[config.mk]
export PLATFORM = sky130hd
export DESIGN_NAME = riscv_uart_tx_mmio
export DESIGN_NICKNAME = d
export VERILOG_FILES = /design/src/rtl/riscv_uart_pkg.sv /design/src/rtl/riscv_sync_fifo.sv /design/src/rtl/riscv_uart_tx_mmio.sv
export SDC_FILE = /design/constraint.sdc
export NUM_CORES = 1
export LEC_CHECK = 0
export ABC_AREA = 1
export CAP_MARGIN = 20
export CORE_MARGIN = 2
export CORE_UTILIZATION = 48
export CTS_CLUSTER_SIZE = 24
export DETAILED_ROUTE_END_ITERATION = 10
export GPL_ROUTABILITY_DRIVEN = 0
export GPL_TIMING_DRIVEN = 0
export HOLD_SLACK_MARGIN = 0.05
export PLACE_DENSITY = 0.72
export SLEW_MARGIN = 20
export SYNTH_ARGS = -nofsm -noshare
export SYNTH_HDL_FRONTEND = slang
export SYNTH_SLANG_ARGS = --single-unit
[constraint.sdc]
create_clock -name clk_i -period 5.3 [get_ports clk_i]
set_input_delay 1.06 -clock clk_i [delete_from_list [all_inputs] [get_ports clk_i]]
set_output_delay 1.06 -clock clk_i [all_outputs]
set_load 0.02 [all_outputs]
[src/rtl/riscv_uart_pkg.sv]
// Shared constants for the memory-mapped UART transmitter: register map,
// STATUS bit layout and the transmit FSM state encoding.
package riscv_uart_pkg;

    localparam logic [1:0] REG_TXDATA = 2'd0;
    localparam logic [1:0] REG_STATUS = 2'd1;
    localparam logic [1:0] REG_DIV    = 2'd2;

    localparam int STAT_FULL      = 0;
    localparam int STAT_EMPTY     = 1;
    localparam int STAT_BUSY      = 2;
    localparam int STAT_OVF       = 3;
    localparam int STAT_COUNT_LSB = 8;

    typedef enum logic [1:0] {
        ST_IDLE  = 2'd0,
        ST_START = 2'd1,
        ST_DATA  = 2'd2,
        ST_STOP  = 2'd3
    } uart_state_e;

endpackage

[src/rtl/riscv_sync_fifo.sv]
// Single-clock FIFO with first-word fall-through read data and an occupancy count.
// Pushes while full and pops while empty are ignored.
module riscv_sync_fifo #(
    parameter  int WIDTH = 8,
    parameter  int DEPTH = 8,
    localparam int AW    = $clog2(DEPTH)
) (
    input  logic             clk_i,
    input  logic             reset_i,
    input  logic             push_i,
    input  logic [WIDTH-1:0] wdata_i,
    input  logic             pop_i,
    output logic [WIDTH-1:0] rdata_o,
    output logic             full_o,
    output logic             empty_o,
    output logic [AW:0]      count_o
);

    logic [WIDTH-1:0] mem [DEPTH];
    logic [AW-1:0]    wr_ptr_q;
    logic [AW-1:0]    rd_ptr_q;
    logic [AW:0]      count_q;
    logic             push_ok;
    logic             pop_ok;

    assign full_o  = (count_q == (AW+1)'(DEPTH));
    assign empty_o = (count_q == '0);
    assign count_o = count_q;
    assign rdata_o = mem[rd_ptr_q];

    assign push_ok = push_i & ~full_o;
    assign pop_ok  = pop_i & ~empty_o;

    // Storage is not reset; the pointers and count alone define the contents.
    always_ff @(posedge clk_i) begin
        if (push_ok) begin
            mem[wr_ptr_q] <= wdata_i;
        end
    end

    always_ff @(posedge clk_i or negedge reset_i) begin
        if (!reset_i) begin
            wr_ptr_q <= '0;
            rd_ptr_q <= '0;
            count_q  <= '0;
        end else begin
            if (push_ok) begin
                wr_ptr_q <= wr_ptr_q + AW'(1);
            end
            if (pop_ok) begin
                rd_ptr_q <= rd_ptr_q + AW'(1);
            end
            case ({push_ok, pop_ok})
                2'b10:   count_q <= count_q + (AW+1)'(1);
                2'b01:   count_q <= count_q - (AW+1)'(1);
                default: count_q <= count_q;
            endcase
        end
    end

endmodule

[src/rtl/riscv_uart_tx_mmio.sv]
// Memory-mapped 8N1 UART transmitter: bus decode, TXDATA/STATUS/DIV registers,
// TX FIFO and the serialising FSM with a reloading baud down-counter.
//
//   state    | meaning
//   ---------+-----------------------------------------------------------
//   ST_IDLE  | line high, waiting for a byte in the FIFO
//   ST_START | start bit (low) for DIV+1 clocks
//   ST_DATA  | eight data bits, LSB first, DIV+1 clocks each
//   ST_STOP  | stop bit (high); chains straight into the next start bit
module riscv_uart_tx_mmio
    import riscv_uart_pkg::*;
#(
    parameter logic [31:0] BASE_ADDR  = 32'h1000_0000,
    parameter int          FIFO_DEPTH = 8,
    parameter logic [15:0] DIV_RESET  = 16'd15
) (
    input  logic        clk_i,
    input  logic        reset_i,
    input  logic [31:0] daddr_i,
    input  logic [31:0] dwdata_i,
    output logic [31:0] drdata_o,
    input  logic [1:0]  dsize_i,
    input  logic        drd_i,
    input  logic        dwr_i,
    output logic        txd_o
);

    localparam int CW = $clog2(FIFO_DEPTH) + 1;

    logic          sel;
    logic [1:0]    reg_idx;
    logic          wr_txdata;
    logic          wr_status;
    logic          wr_div;
    logic          ovf_set;

    logic          fifo_push;
    logic          fifo_pop;
    logic          fifo_full;
    logic          fifo_empty;
    logic [7:0]    fifo_rdata;
    logic [CW-1:0] fifo_count;

    uart_state_e   state_q;
    logic [15:0]   baud_cnt_q;
    logic [15:0]   div_q;
    logic [2:0]    bit_idx_q;
    logic [7:0]    shift_q;
    logic          txd_q;
    logic          ovf_q;
    logic [31:0]   drdata_q;
    logic [31:0]   rd_data_next;
    logic [31:0]   status_word;
    logic          bit_done;
    logic          unused_bits;

    assign sel       = (daddr_i[31:4] == BASE_ADDR[31:4]);
    assign reg_idx   = daddr_i[3:2];
    assign wr_txdata = dwr_i & sel & (reg_idx == REG_TXDATA);
    assign wr_status = dwr_i & sel & (reg_idx == REG_STATUS);
    assign wr_div    = dwr_i & sel & (reg_idx == REG_DIV);

    // Rejection looks at the registered full flag, so a same-cycle pop cannot rescue a push.
    assign fifo_push = wr_txdata & ~fifo_full;
    assign ovf_set   = wr_txdata & fifo_full;

    assign bit_done  = (baud_cnt_q == 16'd0);
    assign fifo_pop  = ~fifo_empty &
                       ((state_q == ST_IDLE) | ((state_q == ST_STOP) & bit_done));

    riscv_sync_fifo #(
        .WIDTH (8),
        .DEPTH (FIFO_DEPTH)
    ) u_tx_fifo (
        .clk_i   (clk_i),
        .reset_i (reset_i),
        .push_i  (fifo_push),
        .wdata_i (dwdata_i[7:0]),
        .pop_i   (fifo_pop),
        .rdata_o (fifo_rdata),
        .full_o  (fifo_full),
        .empty_o (fifo_empty),
        .count_o (fifo_count)
    );

    always_comb begin
        status_word                            = '0;
        status_word[STAT_FULL]                 = fifo_full;
        status_word[STAT_EMPTY]                = fifo_empty;
        status_word[STAT_BUSY]                 = (state_q != ST_IDLE);
        status_word[STAT_OVF]                  = ovf_q;
        status_word[STAT_COUNT_LSB +: CW]      = fifo_count;
    end

    always_comb begin
        rd_data_next = '0;
        if (drd_i & sel) begin
            case (reg_idx)
                REG_STATUS: rd_data_next = status_word;
                REG_DIV:    rd_data_next = {16'h0000, div_q};
                default:    rd_data_next = '0;
            endcase
        end
    end

    always_ff @(posedge clk_i or negedge reset_i) begin
        if (!reset_i) begin
            div_q    <= DIV_RESET;
            ovf_q    <= 1'b0;
            drdata_q <= '0;
        end else begin
            if (wr_div) begin
                div_q <= dwdata_i[15:0];
            end
            // A clear and a new overflow in the same cycle leave OVF set.
            ovf_q    <= ovf_set | (ovf_q & ~(wr_status & dwdata_i[STAT_OVF]));
            drdata_q <= rd_data_next;
        end
    end

    always_ff @(posedge clk_i or negedge reset_i) begin
        if (!reset_i) begin
            state_q    <= ST_IDLE;
            baud_cnt_q <= '0;
            bit_idx_q  <= '0;
            shift_q    <= '0;
            txd_q      <= 1'b1;
        end else begin
            case (state_q)
                ST_IDLE: begin
                    if (!fifo_empty) begin
                        shift_q    <= fifo_rdata;
                        baud_cnt_q <= div_q;
                        txd_q      <= 1'b0;
                        state_q    <= ST_START;
                    end
                end
                ST_START: begin
                    if (bit_done) begin
                        baud_cnt_q <= div_q;
                        bit_idx_q  <= '0;
                        txd_q      <= shift_q[0];
                        state_q    <= ST_DATA;
                    end else begin
                        baud_cnt_q <= baud_cnt_q - 16'd1;
                    end
                end
                ST_DATA: begin
                    if (bit_done) begin
                        baud_cnt_q <= div_q;
                        if (bit_idx_q == 3'd7) begin
                            txd_q   <= 1'b1;
                            state_q <= ST_STOP;
                        end else begin
                            bit_idx_q <= bit_idx_q + 3'd1;
                            txd_q     <= shift_q[bit_idx_q + 3'd1];
                        end
                    end else begin
                        baud_cnt_q <= baud_cnt_q - 16'd1;
                    end
                end
                ST_STOP: begin
                    if (bit_done) begin
                        if (!fifo_empty) begin
                            shift_q    <= fifo_rdata;
                            baud_cnt_q <= div_q;
                            txd_q      <= 1'b0;
                            state_q    <= ST_START;
                        end else begin
                            state_q <= ST_IDLE;
                        end
                    end else begin
                        baud_cnt_q <= baud_cnt_q - 16'd1;
                    end
                end
                default: state_q <= ST_IDLE;
            endcase
        end
    end

    assign txd_o    = txd_q;
    assign drdata_o = drdata_q;

    // Access size and byte offset do not matter: every register is a word.
    assign unused_bits = ^{dsize_i, daddr_i[1:0], dwdata_i[31:16]};

endmodule

; After elaboration in Yosys (flattened, before gate mapping)
; Memories as Yosys holds them, arrays and structs flattened.
; Cells that the tools add are included.
; Widths: inputs -> output; s select.
[word_totals]
inputBits = 70
memories = 1
ff_bits = 89
latchBits = 0
ramBits = 64
word_cells = 97
rom_bits = 0
[memory_table]
columns = memory, words, width, read_ports, rd_ports_with_merged_regs, write_ports, line
row1 = u_tx_fifo.mem, 8, 8, 1, 0, 1, riscv_sync_fifo.sv:19  ; logic [WIDTH-1:0] mem [DEPTH];
[classes]
mul = 0
addsub = 6
order_cmp = 1
shift = 0
n_reduce_logical = 13
n_bitwise = 18
n_mux = 31
n_eq_ne = 16
div = 0
[ops]
columns = operator, count
row1 = $mux 16, 4
row2 = $pmux 16 s3, 1
row3 = $pmux 16 s2, 1
row4 = $eq 28x25->1 const B, 1
row5 = $logic_not 16->1, 1
row6 = $mux 8, 2
row7 = $pmux 8 s2, 1
row8 = $sub 16x1->16 const B, 1
row9 = $and 1x1->1, 13
row10 = $ne 2x2->1 const B, 6
row11 = $mux 2, 5
row12 = $add 3x1->3 const B, 3
row13 = $mux 1, 9
row14 = $mux 3, 3
row15 = $eq 2x2->1 const B, 4
row16 = $pmux 2 s4, 1
row17 = $pmux 4 s2, 1
row18 = $reduce_bool 2->1, 4
row19 = $eq 2x1->1 const B, 3
row20 = $pmux 3 s2, 1
row21 = $reduce_and 5->1, 1
row22 = $add 4x1->4 const B, 1
row23 = $eq 4x4->1 const B, 1
row24 = $logic_not 2->1, 2
row25 = other kinds (12), 15

; Longest topological paths before layout
; Gate-level depths: netlist (run 1).
[logic_depth]
ltp_word = 7
ltp_mapped = 15

; Cells and area by module
; A second synthesis (run 1) with hierarchy kept.
[hier_totals]
cells_unflattened = 884
area_unflattened_um2 = 7277.0
[by_module_without_submodules]
columns = mod, seq_area_each_um2, instances, cells_per_inst, area_per_inst_um2
row1 = riscv_uart_tx_mmio, 1582.8, 1, 527, 3877.5
row2 = riscv_sync_fifo, 2172.1, 1, 357, 3399.5

; Least setup slack after synthesis (run 1)
; Ideal clock, no wire load.
[synth_timing]
path_kind = input port to flip-flop
startpoint = input daddr_i[27]
endpoint = register u_tx_fifo.count_q[2], in the netlist u_tx_fifo.count_o[2]
n_path_buf = 0
stages = 12
t_arrival_ns = 2.638
path_slack_ns = 2.534
cell_sequence = nor2_1 -> nand2_1 -> nor2_1 -> nand2_1 -> nor2_2 -> nand4_2 -> ha_1 -> xor2_1 -> ha_1 -> a21oi_1 -> xnor2_1 -> o21ai_0
[synth_via]
elab_chain_len = 7
elab_cells_between_ends = 9
classes_between = eq/ne (3) / mux (1) / bitwise (4) / reduce/logical (1)
[synth_rtl]
columns = element, line
row1 = from (decl), riscv_uart_tx_mmio.sv:19  ; input logic [31:0] daddr_i,
row2 = $eq 28x25->1 *, riscv_uart_tx_mmio.sv:57  ; assign sel = (daddr_i[31:4] == BASE_ADDR[31:4]);
row3 = $and 1x1->1 * (2 in series), riscv_uart_tx_mmio.sv:59  ; assign wr_txdata = dwr_i & sel & (reg_idx == REG_TXDATA);
row4 = $and 1x1->1 *, riscv_uart_tx_mmio.sv:64  ; assign fifo_push = wr_txdata & ~fifo_full;
row5 = $and 1x1->1 *, riscv_sync_fifo.sv:31  ; assign push_ok = push_i & ~full_o;
row6 = $eq 2x1->1 or $eq 2x2->1 (tied branches), riscv_sync_fifo.sv:53  ; case ({push_ok, pop_ok})
row7 = $pmux 4 s2 or $reduce_bool 2->1 (tied branches), -
row8 = to (signal assigned), riscv_sync_fifo.sv:54  ; 2'b10: count_q <= count_q + (AW+1)'(1);
row9 = to (signal assigned), riscv_sync_fifo.sv:55  ; 2'b01: count_q <= count_q - (AW+1)'(1);
row10 = to (signal assigned), riscv_sync_fifo.sv:56  ; default: count_q <= count_q;
row11 = to (decl), riscv_sync_fifo.sv:22  ; logic [AW:0] count_q;
; Every way passes the cells marked *; elsewhere a longest branch is shown, timed or not.
; A chain may end at the register's enable or synchronous reset.

; Worst setup path in the final report (run 1)
[layout_timing]
startpoint = input daddr_i[27]
endpoint = memory u_tx_fifo.mem[0][1], enable pin
[layout_via]
elab_chain_len = 7
[layout_rtl]
columns = element, line
row1 = $eq 28x25->1, riscv_uart_tx_mmio.sv:57
row2 = $and 1x1->1 (2 in series), riscv_uart_tx_mmio.sv:59
row3 = $and 1x1->1, riscv_uart_tx_mmio.sv:64
row4 = $and 1x1->1, riscv_sync_fifo.sv:31
row5 = $mux 1, riscv_sync_fifo.sv:36  ; if (push_ok) begin
row6 = $mux 1 (implied by the code), riscv_sync_fifo.sv:37  ; mem[wr_ptr_q] <= wdata_i;
row7 = to (decl), riscv_sync_fifo.sv:19
; No other way between the ends.

==> qor.csv, run 1 <==
stage,metric,value,unit
final_layout,post-route-util,0.6045,
timing,setup_ws,2.053,ns
synthesis,synthTopCellsByCount,"nand2_1 (215), o21ai_0 (89), nor2_1 (86)",
final_layout,final_nets,967,
route,drcViolationCount,0,
floorplanning,start_util,0.4937,
grt,grt_pass1_wl,27180,um
route,drt-total-wl,16550,um
timing,clock.fmax,308.0,MHz
timing,min_period_over_period,0.6126,
critical_path,arrival,3.29,ns
critical_path,path_delay_family,simple AND/OR/NAND/NOR gates,
synthesis,synth_top_area_frac,0.2783,
cts,postCtsSetupBuffers,0,
timing,fin_skew,0.009368,ns
cts,clk_path_buf_depth,2,
final_layout,antenna_cells,0,
route,routed_via_density,5.262,
placed_design,dp.cells,1042,
placed_design,dp_hpwl,11760,um
timing,rsz0062_at_grt,no,
floorplanning,die_w,124.0,um
critical_path,r2r_cells,14,
synthesis,synth_most_common_cell,nand2_1,
synthesis,synthFlopType,dfrtp_1,
grt,grt_max_degree,55,
critical_path,crit_required,5.34,ns
synthesis,synth_area_leaders,"edfxtp_1 (28%), dfrtp_1 (25%), nand2_1 (12%), o21ai_0 (6.4%), nor2_1 (4.7%)",
critical_path,path_cells,"clkdlybuf4s50_1, nor2_1, nand2_1, nor2_1, nand2_1, nor2_2, nand2_1, nor2_1, nand3_1, nor2_1",
min_path,hp-class,reg -> reg,
route,wl_per_cell,15.41,um
min_path,hold_depth,2,
synthesis,yosys_warnings,0,
cts,htree_levels,4,
critical_path,critPathCaptureType,flip-flop,
grt,grt_pass1_vias,5449,
timing,slew_headroom,0.4382,
synthesis,ys_seq_area_frac,0.5437,
cts,clock_latency,0.42,ns
critical_path,timing.rr.end,u_tx_fifo.count_o[3],
cts,clkSinkCount,137,
placed_design,dp_slack,1.559,ns
min_path,hold_end,txd_o,
route,vias,5651,
timing,hold_viol,0,
timing,setup_viol,0,
timing,setup-tns-final,0,ns
cts,cts_resized,0,
floorplanning,dieHeight,124.0,um
route,drtAntennaViolNets,0,
critical_path,worst_path_most_repeated_cell,nor2_1,
critical_path,start_kind,primary input,
critical_path,startpoint,daddr_i[27],
critical_path,slowest_delay,0.69,ns
min_path,min_from,txd_o,
timing,worstMarginPinSlew,0.8396,ns
critical_path,path_max_fanout,8,
status,status,"complete, no violations",
synthesis,synth_cells,780,
cts,numCtsBuffers,17,
grt,grt_overflow,0,
grt,grtUsageTotal,0.2343,
floorplanning,ios,103,
cts,tritoncts,done,
pwr,vdd_drop_max,0.2584,mV
synthesis,synth_edf_count,64,
synthesis,yosysTopAreaCell,edfxtp_1,
critical_path,cp_slowest_cell,nor2_1,
synthesis,synth_area_per_cell,8.855,um2
timing,drv_slew,0,
critical_path,crit_type,in -> reg,
final_layout,layout-drive-gt1-share,0.1051,
critical_path,r2r_start,baud_cnt_q[0],
pwr,p_leak,0.003771,uW
cts,hold_buffers,0,
cts,root_buffer,clkbuf_16,
pwr,p_per_area,283.6,mW/mm2
critical_path,cp_num_buf_inv,1,
synthesis,synth_area,0.006907,mm2
timing,hold-worst-slack,0.4697,ns
synthesis,ys_seq_elements,137,
grt,antenna_found_initial,0,
floorplanning,core,0.01399,mm2
floorplanning,design.die.area,0.01536,mm2
synthesis,async_reset_ff_frac,0.5328,
final_layout,fillCellCount,1195,
route,drt_iter0_markers,487,
synthesis,synth_cell_types,39,
timing,fin_crit,3.247,ns
placed_design,io_buffer_count,66,
route,drt_pre_antenna_iters,5,
critical_path,reg2reg_setup_slack,2.49,ns
final_layout,area_growth,22.43,%
run,drv_cap,0,
final_layout,fin_cells,1074,
cts,path_clk_slew,0.06,ns
floorplanning,rows,43,
==> worst register-to-register path, cell delays in order, from the launching register on <==
cell	delay [ns]
dfrtp_1	0.37
inv_1	0.11
ha_1	0.29
nand2_2	0.13
nor2_4	0.22
nand2_4	0.13
o21ai_1	0.14
nand2_1	0.15
inv_1	0.15
ha_1	0.23
xor2_1	0.21
nand2_1	0.10
o21ai_0	0.15
nand3_1	0.14
xnor2_1	0.16
==> area by class of cell <==
| cell class | instances | area, um2 | area share |
|---|---|---|---|
| Sequential cell | 137 | 3755 | 0.4441 |
| Multi-Input combinational cell | 557 | 2760 | 0.3264 |
| Buffer | 42 | 244.0 | 0.02885 |
| Clock buffer | 18 | 429.2 | 0.05075 |
| Inverter | 59 | 224.0 | 0.02649 |
| Clock inverter | 14 | 132.6 | 0.01569 |
| Timing Repair Buffer | 67 | 685.7 | 0.08109 |
| Tap cell | 180 | 225.2 | 0.02664 |
==> worst max-delay path by stage <==
stage | slack (ns) | cells past startpoint | to
floorplan | 2.53 | 12 | u_tx_fifo.count_o[2]
global placement | 0.51 | 1 | u_tx_fifo.wr_ptr_q[2]
detailed placement | 1.56 | 8 | u_tx_fifo.mem[7][1]
CTS | 2.00 | 8 | u_tx_fifo.mem[7][1]
global route | 1.80 | 13 | u_tx_fifo.count_o[3]
finish | 2.05 | 10 | u_tx_fifo.mem[0][1]
==> registers in the layout (all words and copies together), names as in the netlist <==
name	cells
u_tx_fifo.mem	64
div_q	16
u_tx_fifo.rd_ptr_q	3
drdata_o	16
state_q	2
ovf_q	1
u_tx_fifo.wr_ptr_q	3
u_tx_fifo.count_o	4
bit_idx_q	3
baud_cnt_q	16
shift_q	8
txd_o	1
==> power by group <==
part	internal, uW	leakage, uW	switching (uW)
Clock	619	0.000274	499
Sequential	1140	0.00153	12.2
Combinational	64.3	0.00197	67.7
Total	1820	0.00377	579
==> placed cells by master, fill, tap and decap left out, types with 17 or more instances in the layout <==
master and instances:
nand2_1 215, o21ai_0 89, nor2_1 86, dfrtp_1 68, clkdlybuf4s50_1 65, edfxtp_1 64
inv_1 58, nand3_1 39, buf_4 20, clkbuf_16 17
==> through the flow <==
stage / area [um2] / power (uW)
floorplan: 6963 / 1231
global route: 8456 / 2478
detailed placement: 7879 / 1303
global placement: 7849 / 1298
CTS: 8441 / 2406
finish: 8456 / 2398
==> cell families after synthesis <==
kind of cell               Yosys count  synth area share
AOI/OAI and AO/OA                  127            0.1056
xor gates and xnor gates            14           0.01775
adders and majority gates           16           0.02899
buffers and inverters              101           0.06775
DFF                                137            0.5437
other                                1         0.0005430
and+or+nand+nor                    384            0.2357
==> per-layer routing <==
| layer | track usage | part of all wire |
|---|---|---|
| met5 | 0 | 0 |
| met4 | 0.07163 | 0.013 |
| met3 | 0.05769 | 0.067 |
| met2 | 0.3674 | 0.47 |
| met1 | 0.3241 | 0.45 |
Power figures use the tool's default switching activity.
==> inputs of run 2 (changes only) <==
- PLACE_DENSITY: 0.72 -> 0.75
- clock period: 5.3 -> 2.6 ns (I/O delays scaled with it)
==> run 2 against run 1 <==
Compared with the run above: clock power increased by 110%; critical path depth is 3 higher; hold slack better by 0.0047 ns; register-to-register slack worse by 2.4 ns; combinational power up 110%; non-clock buffer count increased by 12; global-route usage increased by 0.12 points; core utilization up 1.5 points; wire length increased by 3.7%; highest routed layer unchanged.
==> qor.csv, run 2 (synthesis gave the netlist of run 1 again) <==
stage,metric,value,unit,change
status,status,"complete, no violations",,
cts,clk_path_buf_depth,2,,unchanged
cts,clock_latency,0.43,ns,about the same
critical_path,crit_required,2.90,ns,-2.44 ns
grt,grt_pass1_vias,5526,,+1.4%
min_path,hold_depth,2,,unchanged
floorplanning,core,0.01399,mm2,unchanged
critical_path,timing.rr.end,u_tx_fifo.count_o[2],,
grt,grtUsageTotal,0.2355,,+0.001239
final_layout,layout_commonest_cell,nand2_1,,
grt,grt_overflow,0,,unchanged
route,drcViolationCount,0,,unchanged
timing,fin_crit,2.465,ns,
cts,clkSinkCount,137,,unchanged
timing,setup_viol,0,,unchanged
pwr,fin_total_pwr,4959,uW,+110%
route,drt_pre_antenna_iters,6,,+1
timing,fin_skew,0.008574,ns,-0.0007948 ns
critical_path,arrival,2.77,ns,-0.52 ns
final_layout,antenna_cells,0,,unchanged
floorplanning,die_w,124.0,um,unchanged
critical_path,start_kind,flip-flop,,
route,drtAntennaViolNets,0,,unchanged
placed_design,io_buffer_count,66,,unchanged
grt,antenna_found_initial,0,,unchanged
route,wl_per_cell,15.81,um,+2.6%
timing,slew_headroom,0.5046,,+0.06645
final_layout,layout-drive-gt1-share,0.1347,,+0.02951
pwr,vdd_drop_max,0.4944,mV,+91%
cts,path_clk_slew,0.06,ns,about the same
final_layout,final_cell_mix,"nand2_1 (214), o21ai_0 (88), nor2_1 (79), dfrtp_1 (66), clkdlybuf4s50_1 (65)",,
min_path,hold_end,txd_o,,
critical_path,path_delay_family,simple AND/OR/NAND/NOR gates,,
critical_path,path_cells,"nor2_2, nand3_2, nor2_4, nand2_4, o21ai_2, nand2_2, inv_1, ha_2, xor2_2, ha_1, a21oi_1, xnor2_1, o21ai_0",,
critical_path,r2r_start,baud_cnt_q[13],,
cts,htree_levels,4,,unchanged
cts,tritoncts,done,,
critical_path,cp.depth,13,,+3
timing,hold_viol,0,,unchanged
critical_path,reg2reg_setup_slack,0.13,ns,-2.36 ns
cts,numCtsBuffers,17,,unchanged
floorplanning,start_util,0.4937,,unchanged
critical_path,cp_slowest_cell,dfrtp_1,,
floorplanning,rows,43,,unchanged
min_path,hp-class,reg -> reg,,
critical_path,crit_type,reg -> reg,,
timing,hold-worst-slack,0.4744,ns,+0.004747 ns
critical_path,path_max_fanout,7,,-1
final_layout,final_nets,979,,+1.2%
final_layout,largest_reg_flops,64,,unchanged
cts,root_buffer,clkbuf_16,,
critical_path,r2r_cells,13,,-1
timing,min_period_over_period,0.9481,,
pwr,p_per_area,572.4,mW/mm2,+100%
placed_design,dp_hpwl,11490,um,-2.4%
timing,worstMarginPinSlew,0.7390,ns,-0.1006 ns
floorplanning,dieHeight,124.0,um,unchanged
floorplanning,ios,103,,unchanged
final_layout,post-route-util,0.6193,,+0.01485
route,drt-total-wl,17170,um,+3.7%
critical_path,cp_num_buf_inv,1,,unchanged
grt,grt_pass1_wl,27210,um,about the same
run,drv_cap,0,,unchanged
grt,grt_max_degree,54,,-1.8%
final_layout,area_growth,25.43,%,
timing,clock.fmax,405.7,MHz,
timing,drv_slew,0,,unchanged
floorplanning,design.die.area,0.01536,mm2,unchanged
route,routed_via_density,5.366,,+2.0%
min_path,min_from,txd_o,,
final_layout,top_register,u_tx_fifo.mem,,
route,drt_iter0_markers,546,,+12%
pwr,p_leak,0.003829,uW,+1.6%
critical_path,critPathCaptureType,flip-flop,,
route,vias,5827,,+3.1%
critical_path,slowest_delay,0.43,ns,-0.26 ns
[run 2: changes by cell type in the layout (fill, tap and decap cells not counted), moves of 4 or more]
cell	delta
nor2_4	+5
nor2_1	-7
clkinvlp_4	+4
buf_4	+10
[run 2: worst register-to-register path: stages (launching register included)]
cell and delay [ns]:
dfrtp_1 0.43, nor2_2 0.18, nand3_2 0.11, nor2_4 0.21, nand2_4 0.13, o21ai_2 0.15, nand2_2 0.13, inv_1 0.14
ha_2 0.24, xor2_2 0.08, ha_1 0.18, a21oi_1 0.14, xnor2_1 0.13, o21ai_0 0.09
[run 2: power by group]
| part | internal [uW] | switching (uW) |
|---|---|---|
| logic | 133 | 142 |
| registers | 2320 | 29.3 |
| clock network | 1340 | 998 |
| total | 3790 | 1170 |
[run 2: area by class of cell]
| cell class | count | area (um2) |
|---|---|---|
| fillers | 1178 | 5325 |
| multi-input cells | 557 | 2850 |
| flip-flops and latches | 137 | 3757 |
| inverters | 59 | 227.7 |
| plain buffers | 42 | 244.0 |
| clock buffers | 19 | 432.9 |
| repair buffers | 79 | 790.8 |
| clock inverters | 13 | 135.1 |
| well taps | 180 | 225.2 |
[run 2: worst max-delay path by stage]
stage                              start                   end  slack, ns
after global routing      baud_cnt_q[13]  u_tx_fifo.count_o[2]      -0.05
after floorplan            baud_cnt_q[0]  u_tx_fifo.count_o[3]       0.27
after CTS                    daddr_i[13]   u_tx_fifo.mem[0][2]      -0.08
after global placement           reset_i           drdata_o[8]      -1.57
after detailed placement     daddr_i[13]   u_tx_fifo.mem[7][5]      -0.60
final                     baud_cnt_q[13]  u_tx_fifo.count_o[2]       0.13
[run 2: per-layer routing]
metal,vias to the layer above,GRT usage,wire (um)
li1,2787,-,-
met3,36,0.04670,1357
met2,260,0.3795,8274
met1,2744,0.3166,7180
met4,0,0.08989,353
met5,-,0,0
[run 2: repair_timing]
action                                  CTS  global route
endpoints found under the setup margin   51            35
resized for setup                         3            25
buffers inserted                          1            10
pin swaps                                 1             4
endpoints found under the hold margin    19             0
hold buffers                              1             0
[run 2: per-stage QoR]
| stage | cell area [um2] | worst slack (ns) | setup TNS [ns] | instances |
|---|---|---|---|---|
| floorplan | 6963 | 0.2697 | 0 | 795 |
| global placement | 7849 | -1.566 | -141.02 | 1041 |
| detailed placement | 7884 | -0.5961 | -27.67 | 1042 |
| CTS | 8482 | -0.07988 | -1.623 | 1076 |
| global route | 8663 | -0.04783 | -0.2912 | 1086 |
| finish | 8663 | 0.1349 | 0 | 1086 |
